--- src/rtl/echo_timer_pkg.sv ---
// rtl/echo_timer_pkg.sv - shared state encoding and default parameters for the echo timer
package echo_timer_pkg;

    typedef enum logic [1:0] {
        IDLE   = 2'd0,
        BLANK  = 2'd1,
        LISTEN = 2'd2,
        REPORT = 2'd3
    } state_t;

    // 100 MHz / 17.15 kHz: sound covers 2 cm (1 cm out, 1 cm back) per tick, so one tick = 1 cm of range.
    localparam int TICK_DIV_DEF    = 5831;
    localparam int DIST_W_DEF      = 10;
    localparam int BLANK_TICKS_DEF = 20;
    localparam int MAX_TICKS_DEF   = 400;
    localparam int QUAL_CYC_DEF    = 8;
    localparam int CM_PER_TICK     = 1;

endpackage

--- src/rtl/echo_sync_qual.sv ---
// rtl/echo_sync_qual.sv - 2-flop synchronizer plus QUAL_CYC-cycle high-level qualifier for a comparator input
module echo_sync_qual
    import echo_timer_pkg::*;
#(
    parameter int QUAL_CYC = QUAL_CYC_DEF
) (
    input  logic system_clk,
    input  logic reset,
    input  logic echo_in,
    output logic echo_q
);

    localparam int CNT_W = $clog2(QUAL_CYC + 1);

    logic             sync_1;
    logic             sync_2;
    logic [CNT_W-1:0] qual_cnt;

    always_ff @(posedge system_clk) begin
        if (!reset) begin
            sync_1   <= 1'b0;
            sync_2   <= 1'b0;
            qual_cnt <= '0;
        end else begin
            sync_1 <= echo_in;
            sync_2 <= sync_1;
            // Saturate so a sustained echo keeps echo_q asserted.
            if (!sync_2) begin
                qual_cnt <= '0;
            end else if (qual_cnt != CNT_W'(QUAL_CYC)) begin
                qual_cnt <= qual_cnt + CNT_W'(1);
            end
        end
    end

    assign echo_q = (qual_cnt == CNT_W'(QUAL_CYC));

endmodule

--- src/rtl/echo_timer.sv ---
// rtl/echo_timer.sv - ultrasonic echo range timer; define ECHO_AVG_EN to average the last 4 results
module echo_timer
    import echo_timer_pkg::*;
#(
    parameter int TICK_DIV    = TICK_DIV_DEF,
    parameter int DIST_W      = DIST_W_DEF,
    parameter int BLANK_TICKS = BLANK_TICKS_DEF,
    parameter int MAX_TICKS   = MAX_TICKS_DEF,
    parameter int QUAL_CYC    = QUAL_CYC_DEF
) (
    input  logic              system_clk,
    input  logic              reset,
    input  logic              burst,
    input  logic              echo_in,
    output logic [DIST_W-1:0] distance_cm,
    output logic              distance_valid,
    output logic              timeout,
    output logic              busy
);

    localparam int DIV_W = (TICK_DIV > 1) ? $clog2(TICK_DIV) : 1;

    state_t            state;
    state_t            state_next;
    logic              burst_d;
    logic              start;
    logic              echo_q;
    logic              timing;
    logic              tick;
    logic [DIV_W-1:0]  div;
    logic [DIST_W-1:0] tick_cnt;
    logic [DIST_W-1:0] result;
    logic              cnt_clear;
    logic              result_load;
    logic              report_fire;
    logic              timeout_fire;

    echo_sync_qual #(
        .QUAL_CYC (QUAL_CYC)
    ) u_sync_qual (
        .system_clk (system_clk),
        .reset      (reset),
        .echo_in    (echo_in),
        .echo_q     (echo_q)
    );

    assign start  = burst & ~burst_d;
    assign timing = (state == BLANK) || (state == LISTEN);
    assign tick   = timing && (div == DIV_W'(TICK_DIV - 1));
    assign busy   = (state != IDLE);

    always_comb begin
        state_next   = state;
        cnt_clear    = 1'b0;
        result_load  = 1'b0;
        report_fire  = 1'b0;
        timeout_fire = 1'b0;
        case (state)
            IDLE: begin
                if (start) begin
                    state_next = BLANK;
                    cnt_clear  = 1'b1;
                end
            end
            BLANK: begin
                if (start) begin
                    cnt_clear = 1'b1;
                end else if (tick && (tick_cnt == DIST_W'(BLANK_TICKS - 1))) begin
                    state_next = LISTEN;
                end
            end
            LISTEN: begin
                // Echo is checked before the timeout so a coincident echo wins.
                if (start) begin
                    state_next = BLANK;
                    cnt_clear  = 1'b1;
                end else if (echo_q) begin
                    state_next  = REPORT;
                    result_load = 1'b1;
                end else if (tick && (tick_cnt == DIST_W'(MAX_TICKS - 1))) begin
                    state_next   = IDLE;
                    timeout_fire = 1'b1;
                end
            end
            REPORT: begin
                state_next  = IDLE;
                report_fire = 1'b1;
            end
            default: state_next = IDLE;
        endcase
    end

    always_ff @(posedge system_clk) begin
        if (!reset) begin
            state    <= IDLE;
            burst_d  <= 1'b0;
            div      <= '0;
            tick_cnt <= '0;
            result   <= '0;
        end else begin
            state   <= state_next;
            burst_d <= burst;
            if (cnt_clear) begin
                div      <= '0;
                tick_cnt <= '0;
            end else if (timing) begin
                if (tick) begin
                    div      <= '0;
                    tick_cnt <= tick_cnt + DIST_W'(1);
                end else begin
                    div <= div + DIV_W'(1);
                end
            end
            if (result_load) begin
                result <= tick_cnt;
            end
        end
    end

`ifdef ECHO_AVG_EN
    logic [DIST_W-1:0] hist_0;
    logic [DIST_W-1:0] hist_1;
    logic [DIST_W-1:0] hist_2;
    logic [DIST_W-1:0] hist_3;
    logic              avg_pend;
    logic [DIST_W+1:0] hist_sum;

    assign hist_sum = {2'b00, hist_0} + {2'b00, hist_1} + {2'b00, hist_2} + {2'b00, hist_3};

    always_ff @(posedge system_clk) begin
        if (!reset) begin
            hist_0         <= '0;
            hist_1         <= '0;
            hist_2         <= '0;
            hist_3         <= '0;
            avg_pend       <= 1'b0;
            distance_cm    <= '0;
            distance_valid <= 1'b0;
            timeout        <= 1'b0;
        end else begin
            timeout        <= timeout_fire;
            avg_pend       <= report_fire;
            distance_valid <= avg_pend;
            if (report_fire) begin
                hist_0 <= result;
                hist_1 <= hist_0;
                hist_2 <= hist_1;
                hist_3 <= hist_2;
            end
            if (avg_pend) begin
                distance_cm <= DIST_W'(hist_sum >> 2);
            end
        end
    end
`else
    always_ff @(posedge system_clk) begin
        if (!reset) begin
            distance_cm    <= '0;
            distance_valid <= 1'b0;
            timeout        <= 1'b0;
        end else begin
            timeout        <= timeout_fire;
            distance_valid <= report_fire;
            if (report_fire) begin
                distance_cm <= result;
            end
        end
    end
`endif

endmodule

--- config.mk ---
export PLATFORM = sky130hd
export DESIGN_NAME = echo_timer
export DESIGN_NICKNAME = d
export VERILOG_FILES = /design/src/rtl/echo_timer_pkg.sv /design/src/rtl/echo_sync_qual.sv /design/src/rtl/echo_timer.sv
export SDC_FILE = /design/constraint.sdc
export NUM_CORES = 1
export LEC_CHECK = 0
export CAP_MARGIN = 5
export CORE_ASPECT_RATIO = 0.8
export CORE_MARGIN = 3
export CORE_UTILIZATION = 50
export CTS_CLUSTER_SIZE = 20
export DETAILED_ROUTE_END_ITERATION = 8
export HOLD_SLACK_MARGIN = 0.03
export PLACE_DENSITY = 0.67
export SYNTH_ARGS = -nofsm -noshare
export SYNTH_HDL_FRONTEND = slang
export SYNTH_HIERARCHICAL = 1
export SYNTH_SLANG_ARGS = --single-unit
--- constraint.sdc ---
create_clock -name system_clk -period 2.35 [get_ports system_clk]
set_input_delay 0.235 -clock system_clk [delete_from_list [all_inputs] [get_ports system_clk]]
set_output_delay 0.235 -clock system_clk [all_outputs]
set_load 0.05 [all_outputs]
==> summary.txt <==
status -> finished clean
Hold-fix buffers, CTS -> 0
Worst EP arrival -> 1930 ps
Cell variety after synth -> 40
initial DRC count -> 115
die height -> 67.6 µm
Overflow after GRT -> 0
Critical Path Start Type -> register
H-Tree Depth -> 2
Crit Path Max Fanout -> 4
via count -> 1812
final-report hold violation count -> 0
Clock Tree Buf Depth -> 2
unrepaired setup endpoints after global routing -> false
I/O pin count -> 17
fin crit share -> 0.921
first-pass GRT wire length -> 7620 µm
DP Wirelength -> 3300 µm
final RePlAce weighted congestion -> 0.813
most numerous cell on the critical path -> inv_1
Setup crit end kind -> output port
ANT cells -> 0
fin. max-slew vios -> 0
Initial Util -> 0.544
number of global-route vias before repair -> 1601
Max Fclk -> 462 MHz
pwr/cell area -> 588 nW/µm²
number of buffers created by CTS -> 5
syn_area_per_cell -> 9.09 µm²
fraction of layout cells with a size suffix above 1 -> 0.0714
max-cap violations -> 0
Reg2Reg Depth -> 4
largest net degree at the start of global routing -> 16
Worst-Skew Late Latency -> 300 ps
Slew headroom -> 0.663
core area -> 4360 µm²
Post-CTS Setup Bufs -> 0
antenna violations before repair -> 0
Crit Path Class -> reg -> out
Pleak -> 0.000924 µW
minimum clock period -> 2170 ps
CP top delay family -> buffers and inverters
CTS sink cnt -> 54
Nets -> 293
WL final -> 4500 µm
DRC -> 0
Tot Pwr -> 1570 µW
Max stage delay on crit path -> 790 ps
antenna-violating nets left -> 0
Vias/cell -> 5.38
number of synthesized register bits -> 54
root buffer cell -> clkbuf_8
Port Buf Inserts -> 16
DIE AREA -> 5610 µm²
CTS tree -> yes
reg2reg setup slack -> 280 ps
post-DR wirelength/cell -> 13.4 µm
clock-pin slew on the worst setup and hold paths -> 90 ps
crit-path cells -> inv_1 > ha_1 > inv_1 > clkdlybuf4s50_1
cell area after synthesis -> 2370 µm²
Syn-to-layout area delta -> 12.6%
Critical-path top delay cell -> clkdlybuf4s50_1
row cnt -> 21
Synth Instances -> 261
post-synthesis sequential area ratio -> 0.455
Worst path depth -> 4
peak supply drop -> 353 µV
worst min-delay path class -> reg -> reg
syn_nets -> 274
CP bufs+invs -> 3
actual slew at the worst max-slew pin -> 504 ps
Die Wd -> 83.0 µm
DRT Pass-1 Iters -> 4
setup TNS -> 0 ps
post-cts sizing count -> 0
setup violators final -> 0
worst hold stages -> 1
Synth warnings -> 6
CP required -> 2120 ps
all-layer global routing usage -> 0.172
Final Skew -> 4.34 ps
-- routing by layer --
| layer | vias to the layer above | global-route usage | wire length [µm] |
|---|---|---|---|
| met1 | 851 | 0.238 | 2390 |
| met5 | - | 0 | 0 |
| met4 | 0 | 0.0735 | 76 |
| met2 | 26 | 0.260 | 1860 |
| met3 | 7 | 0.0390 | 177 |
| li1 | 928 | - | - |
-- logic make-up (layout without fill, tap and decap cells) --
family / count (synthesis) / count (layout) / share of synthesized area
compound gates: 28 / 28 / 0.0633
xor+xnor: 17 / 17 / 0.0627
fa+ha+maj: 9 / 9 / 0.0474
buf+inv: 21 / 40 / 0.0416
flops: 54 / 54 / 0.455
mux: 15 / 15 / 0.0633
simple gates: 117 / 117 / 0.266
-- state kept, by name (all words and copies together), names as in the netlist --
register,cells
distance_cm,10
timeout,1
u_sync_qual/qual_cnt,4
u_sync_qual/sync_2,1
burst_d,1
state,2
u_sync_qual/sync_1,1
div,13
distance_valid,1
tick_cnt,10
result,10
-- layout by cell type, fill, tap and decap left out, types with 2 or more instances in the layout --
master and count:
and4_1 2, clkdlybuf4s50_1 16, nand2_1 28, nand4_1 7, ha_1 9, buf_4 6, nand3b_1 2, and2_1 4
mux2i_1 15, nor2_1 33, nand3_1 13, xor2_1 10, and3_1 4, a21oi_1 18, nor4_4 2, o21ai_0 6
nand4b_1 2, nor3_1 3, inv_1 11, xnor2_1 7, or3_1 5, dfxtp_1 54, clkbuf_8 5, nand2b_1 2
-- power by group --
part | leakage, µW | internal (µW) | switching [µW]
clock | 0.0000373 | 205 | 287
combinational | 0.000451 | 55.7 | 87.1
sequential | 0.000436 | 925 | 10.7
-- cell usage after synthesis --
cell type | number | area (µm²)
buf_2 | 2 | 10.0
o21ai_0 | 6 | 30.0
buf_6 | 1 | 11.3
nor3_2 | 1 | 10.0
nand3b_1 | 2 | 15.0
o31ai_1 | 1 | 7.51
nand4b_1 | 2 | 17.5
inv_1 | 11 | 41.3
nand4_1 | 7 | 43.8
nor4b_1 | 1 | 8.76
buf_1 | 1 | 3.75
or4_1 | 1 | 7.51
nor3_1 | 3 | 15.0
or2_2 | 1 | 6.26
and3b_1 | 1 | 8.76
and4_1 | 2 | 17.5
clkbuf_1 | 5 | 18.8
nand2_1 | 28 | 105
or4b_4 | 1 | 13.8
a21boi_0 | 1 | 7.51
or3_1 | 5 | 31.3
dfxtp_1 | 54 | 1080
clkbuf_8 | 1 | 13.8
nor2_1 | 33 | 124
nand3_1 | 13 | 65.1
or4_4 | 1 | 11.3
nand2b_1 | 2 | 12.5
and4b_1 | 1 | 10.0
o22ai_1 | 1 | 6.26
xor2_1 | 10 | 87.6
and4_2 | 1 | 10.0
a21oi_1 | 18 | 90.1
a21oi_2 | 1 | 8.76
xnor2_1 | 7 | 61.3
nor4_4 | 2 | 42.5
and3_1 | 4 | 25.0
ha_1 | 9 | 113
and2_1 | 4 | 25.0
nor2b_1 | 1 | 6.26
mux2i_1 | 15 | 150
-- path summary, 6_finish.rpt --
kind	start	endpoint
hold / removal	u_sync_qual/sync_1	u_sync_qual/sync_2
setup reg to reg	div[4]	div[12]
setup / recovery	state[0]	busy
hold reg to reg	u_sync_qual/sync_1	u_sync_qual/sync_2
-- worst reg2reg max path, cell delays in order (launching register included) --
cell and delay, ps:
dfxtp_1 370, or4b_4 580, or4_4 550, nand2b_1 350
nor2_1 100
-- stage by stage --
stage                     area [µm²]  hold slack [ps]  worst slack, ps  instances  utilization
after detailed placement        2590              420              304        330        0.594
after global placement          2590              414              318        330        0.594
after floorplan                 2370              357              373        261            -
after CTS                       2670              442              161        337        0.613
after global routing            2670              480              116        337        0.613
final                           2670              439              185        337        0.613
-- area by class of cell --
class	count	area, µm²
tap	57	71.3
multi-input combinational	186	1190
fill	392	1690
timing repair buffer	22	205
inverter	11	41.3
clock buffer	6	72.6
clock inverter	1	7.51
sequential	54	1080
Power figures use the tool's default switching activity.
